`src/rtl/led_matrix_pwm_scan.sv`:
```
// led_matrix_pwm_scan
// Scans an 8x8 LED matrix one row at a time and applies 16-step PWM to
// the lit pixels of one of four built-in images. Brightness and image
// select are latched only at frame boundaries (or continuously while the
// scan is disabled), so a frame never mixes two brightness levels.
//
// Counter chain: psc (prescaler) -> slot (PWM step 0..15) -> row_idx (0..7).
// Outputs are registered decodes of the pre-edge counter state, so row and
// col lag the counters by one cycle.
module led_matrix_pwm_scan #(
  parameter int PRESCALE = 4
) (
  input  logic       clk,
  input  logic       rst_n,
  input  logic [3:0] level,
  input  logic [1:0] img_sel,
  input  logic       en,
  output logic [7:0] row,
  output logic [7:0] col,
  output logic       frame_start
);

  localparam int PSC_W = (PRESCALE > 1) ? $clog2(PRESCALE) : 1;
  localparam logic [PSC_W-1:0] PSC_MAX = PSC_W'(PRESCALE - 1);

  // Counter state
  logic [PSC_W-1:0] psc;
  logic [3:0]       slot;
  logic [2:0]       row_idx;

  // Frame-stable copies of the brightness and image select
  logic [3:0]       level_q;
  logic [1:0]       img_q;

  // Chain strobes
  logic             slot_tick;
  logic             row_tick;
  logic             frame_wrap;

  // Next-state decode for the output registers
  logic [7:0]       row_d;
  logic [7:0]       col_d;
  logic             frame_start_d;
  logic [7:0]       rom_row;
  logic             pwm_on;

  // Built-in image ROM: one 8-bit column pattern per (image, row)
  function automatic logic [7:0] image_rom(input logic [1:0] img,
                                           input logic [2:0] r);
    logic [7:0] pat;
    case (img)
      2'd0:    pat = 8'hFF;
      2'd1:    pat = r[0] ? 8'h55 : 8'hAA;
      2'd2:    pat = ((r == 3'd0) || (r == 3'd7)) ? 8'hFF : 8'h81;
      default: pat = 8'h01 << r;
    endcase
    return pat;
  endfunction

  // Chain strobes: psc wrap is the slot tick, slot 15 + tick is the row tick
  always_comb begin
    slot_tick  = en && (psc == PSC_MAX);
    row_tick   = slot_tick && (slot == 4'd15);
    frame_wrap = row_tick && (row_idx == 3'd7);
  end

  // Prescaler, PWM slot and row counters; all held at zero while disabled
  always_ff @(posedge clk or negedge rst_n) begin
    if (!rst_n) begin
      psc     <= '0;
      slot    <= 4'd0;
      row_idx <= 3'd0;
    end else if (!en) begin
      psc     <= '0;
      slot    <= 4'd0;
      row_idx <= 3'd0;
    end else begin
      if (psc == PSC_MAX) begin
        psc <= '0;
      end else begin
        psc <= psc + 1'b1;
      end
      if (slot_tick) begin
        slot <= slot + 4'd1;
      end
      if (row_tick) begin
        row_idx <= row_idx + 3'd1;
      end
    end
  end

  // Level/image latches: track inputs while disabled, reload only on frame wrap
  always_ff @(posedge clk or negedge rst_n) begin
    if (!rst_n) begin
      level_q <= 4'd0;
      img_q   <= 2'd0;
    end else if (!en || frame_wrap) begin
      level_q <= level;
      img_q   <= img_sel;
    end
  end

  // Decode of the current counter state into the next output values
  always_comb begin
    rom_row       = image_rom(img_q, row_idx);
    pwm_on        = (slot < level_q);
    row_d         = 8'h01 << row_idx;
    col_d         = rom_row & {8{pwm_on}};
    frame_start_d = (row_idx == 3'd0) && (slot == 4'd0) && (psc == '0);
  end

  // Registered row/column drive; blanked while disabled
  always_ff @(posedge clk or negedge rst_n) begin
    if (!rst_n) begin
      row         <= 8'h00;
      col         <= 8'h00;
      frame_start <= 1'b0;
    end else if (!en) begin
      row         <= 8'h00;
      col         <= 8'h00;
      frame_start <= 1'b0;
    end else begin
      row         <= row_d;
      col         <= col_d;
      frame_start <= frame_start_d;
    end
  end

endmodule

```
`config.mk`:
```
export PLATFORM = sky130hd
export DESIGN_NAME = led_matrix_pwm_scan
export DESIGN_NICKNAME = d
export VERILOG_FILES = /design/src/rtl/led_matrix_pwm_scan.sv
export SDC_FILE = /design/constraint.sdc
export NUM_CORES = 1
export LEC_CHECK = 0
export ABC_AREA = 1
export BUFFER_PORTS_ARGS = -buffer_cell sky130_fd_sc_hd__clkbuf_2
export CORE_UTILIZATION = 55
export CTS_BUF_LIST = sky130_fd_sc_hd__clkbuf_4 sky130_fd_sc_hd__clkbuf_8
export CTS_CLUSTER_SIZE = 40
export DETAILED_ROUTE_END_ITERATION = 12
export PLACE_DENSITY = 0.76
export SLEW_MARGIN = 20
export SYNTH_ARGS = -nofsm -noshare
export SYNTH_HDL_FRONTEND = slang
export SYNTH_SLANG_ARGS = --single-unit
export TNS_END_PERCENT = 100
```
`constraint.sdc`:
```
create_clock -name clk -period 1.7 [get_ports clk]
set_input_delay 0.425 -clock clk [delete_from_list [all_inputs] [get_ports clk]]
set_output_delay 0.425 -clock clk [all_outputs]
set_load 0.01 [all_outputs]
```
==> flow_metrics.env <==
export IMPL_cts_tree="yes"
export IMPL_fin_skew_ps=7.150
export IMPL_cts_buffers=5
export IMPL_antennaDiodeCount=0
export IMPL_status="finished, final reports clean"
export IMPL_avgSynthCellArea_um2=9.049
export IMPL_switching_share_pct=25.23
export IMPL_yosysUniqueCellTypes=21
export IMPL_ys_ff_latch=32
export IMPL_slowest_delay_ps=450
export IMPL_cts_hold_buffers=0
export IMPL_pwr_density_cell_mw_per_mm2=879.6
export IMPL_period_share_pct=90.27
export IMPL_crit_type="reg -> reg"
export IMPL_worstPathMaxFanout=6
export IMPL_grt_pass1_wl_mm=4.692
export IMPL_nFillCells=208
export IMPL_synth_mux_area_share_pct=0
export IMPL_min_period_ps=1535
export IMPL_multi_input_area_um2=634.4
export IMPL_final_cell_mix="dfrtp_1 (32), nand2_1 (30), clkbuf_2 (25), nand3_1 (24), inv_1 (22)"
export IMPL_synthXorXnorAreaFrac_pct=0
export IMPL_nNetsFinal=224
export IMPL_crit_path_top_delay_cell="dfrtp_1"
export IMPL_leakagePower_nw=1.009
export IMPL_wl_mm=2.756
export IMPL_cpMostUsedCell="ha_1"
export IMPL_fp_dieH_um=55.20
export IMPL_cts_clk_slew_worst_paths_ps=100
export IMPL_seq_area_frac_synth_pct=51.45
export IMPL_start_util_pct=60.62
export IMPL_drc_errors=0
export IMPL_synthesis_nets=194
export IMPL_overflow=0
export IMPL_finalHoldViolCount=0
export IMPL_synthSimpleGateAreaFrac_pct=25.00
export IMPL_grt_setup_unrepaired="false"
export IMPL_critPathBufInv=0
export IMPL_synth_top_family_by_area="simple AND/OR/NAND/NOR gates"
export IMPL_worst_r2r_cell_count=5
export IMPL_hp_class="in -> async"
export IMPL_tns_ps=0
export IMPL_rows=18
export IMPL_area_growth_pct=15.35
export IMPL_pwr_share_seq_pct=52.2
export IMPL_setup_worst_path_end="level_q[2]"
export IMPL_worst_pin_slew_ps=422.9
export IMPL_r2r_slack_ps=170
export IMPL_max_cap_viol_count=0
export IMPL_reg2reg_from="row_idx[0]"
export IMPL_end_kind="flip-flop"
export IMPL_r2r_end="level_q[2]"
export IMPL_portBuffers=25
export IMPL_syn_area_mm2=0.001556
export IMPL_clockRootBuffer="clkbuf_4"
export IMPL_whs_ps=8.920
export IMPL_setup_viol=0
export IMPL_yosys_warnings=0
export IMPL_antenna_found_initial=0
export IMPL_crit_arrival_ps=1760
export IMPL_die_x_um=55.20
export IMPL_crit_start="row_idx[0]"
export IMPL_drt_iter0_drc=18
export IMPL_htreeDepth=2
export IMPL_regArea_um2=800.8
export IMPL_cp_required_ps=1920
export IMPL_cp_num_cells=5
export IMPL_hpwl_mm=2.146
export IMPL_ir_drop_mv=0.6893
export IMPL_layout_commonest_cell="dfrtp_1"
export IMPL_clock_latency_ps=330
export IMPL_groute_usage_overall_pct=22.57
export IMPL_drtAntennaViolNets=0
export IMPL_place_gp_congestion=0.8706
export IMPL_core_mm2=0.002567
export IMPL_cp_start_kind="flip-flop"
export IMPL_critical_path_top_delay_family="adder cells"
export IMPL_post_drt_wl_per_cell_um=11.83
export IMPL_layout_drive_gt1_share_pct=21.18
export IMPL_dr_pass1_iters=4
export IMPL_power_frac_clock_pct=36.2
export IMPL_routed_via_density=5.133
export IMPL_drv_slew=0
export IMPL_grt_pass1_vias=1084
export IMPL_via_count=1196
export IMPL_power_switching_uw=398.5
export IMPL_internal_power_mw=1.181
export IMPL_io_pins=26
export IMPL_worstPathCellList="ha_1 -> ha_1 -> or2_1 -> nand3_1 -> nand2_1"
export IMPL_p_comb_share_pct=11.6
export IMPL_cts_buffer_depth=2
export IMPL_clock_fmax_mhz=651.7
export IMPL_die_area_mm2=0.003046
export IMPL_synth_compound_area_share_pct=5.305
export IMPL_slew_headroom_pct=71.81
export IMPL_grt_max_degree=19
export IMPL_yosys_area_share_adder_pct=10.45
export IMPL_cts_sinks=32
export IMPL_synthCells=172
## flip-flops by register name, summed over array words and instances, names as in the netlist
signal / cells
slot: 4
psc: 2
row: 8
frame_start: 1
img_q: 2
col: 8
row_idx: 3
level_q: 4
## worst min path at each step
stage | endpoint | slack [ps] | depth (start not counted)
2_1_floorplan | col[0] | 130 | 0
3_3_place_gp | psc[1] | 370 | 1
3_5_place_dp | psc[1] | 370 | 1
4_1_cts | img_q[0] | 0.7 | 1
5_1_grt | img_q[1] | 10 | 1
6_report | img_q[0] | 9 | 1
## cell type report
| type | count | share of cell area, % |
|---|---|---|
| Clock inverter | 3 | 2.369 |
| Multi-Input combinational cell | 112 | 35.33 |
| Tap cell | 30 | 2.091 |
| Timing Repair Buffer | 27 | 8.502 |
| Clock buffer | 5 | 2.091 |
| Inverter | 24 | 5.017 |
| Sequential cell | 32 | 44.60 |
## through the flow
step | area (um2) | total power, mW | cells | setup slack [ps] | util, %
after detailed placement | 1715 | 1.026 | 225 | 135.9 | 66.81
after global placement | 1715 | 1.018 | 225 | 193.9 | 66.81
after CTS | 1795 | 1.600 | 233 | 110.1 | 69.93
final | 1795 | 1.579 | 233 | 165.5 | 69.93
after floorplan | 1556 | 0.9491 | 172 | 258.8 | -
after global routing | 1795 | 1.664 | 233 | 53.62 | 69.93
## power groups by stage
stage	clock network (mW)	logic, mW	registers (mW)
3_5_place_dp	0	0.186	0.840
2_1_floorplan	0	0.0976	0.852
4_1_cts	0.589	0.187	0.825
3_3_place_gp	0	0.180	0.838
6_report	0.572	0.183	0.824
5_1_grt	0.619	0.213	0.832
## synth_stat cells
cell	number	share of area (%)
a211oi_1	1	0.48
a21oi_1	8	2.6
buf_2	2	0.64
buf_4	1	0.48
clkbuf_8	1	0.88
dfrtp_1	32	51
ha_1	13	10
inv_1	22	5.3
inv_2	2	0.48
nand2_1	30	7.2
nand2_2	1	0.40
nand2_4	2	1.4
nand3_1	24	7.7
nand3_2	2	1.3
nand4_1	1	0.40
nor2_1	21	5.1
nor2_4	1	0.72
nor3_1	1	0.32
o211ai_1	2	0.96
o21ai_0	4	1.3
or2_0	1	0.40
## timing repair
item                       CTS  global route
gates resized for setup      0             1
hold endpoints to repair     0             0
setup buffers                0             0
setup endpoints to repair    0             2
## metal layers
layer	up-vias	part of all wire (%)	track usage [%]
met3	5	5.0	7.377
met4	0	1.3	8.333
met2	30	46	36.55
met5	-	0	0
met1	552	47	27.95
li1	609	-	-
## cell families (layout without fill, tap and decap cells)
family | Yosys count | count (layout)
AND/OR/NAND/NOR | 84 | 84
buffers and inverters | 28 | 59
adder cells (fa/ha/maj) | 13 | 13
flip-flops | 32 | 32
AO/OA/AOI/OAI | 15 | 15
(Power assumes the default switching activity.)
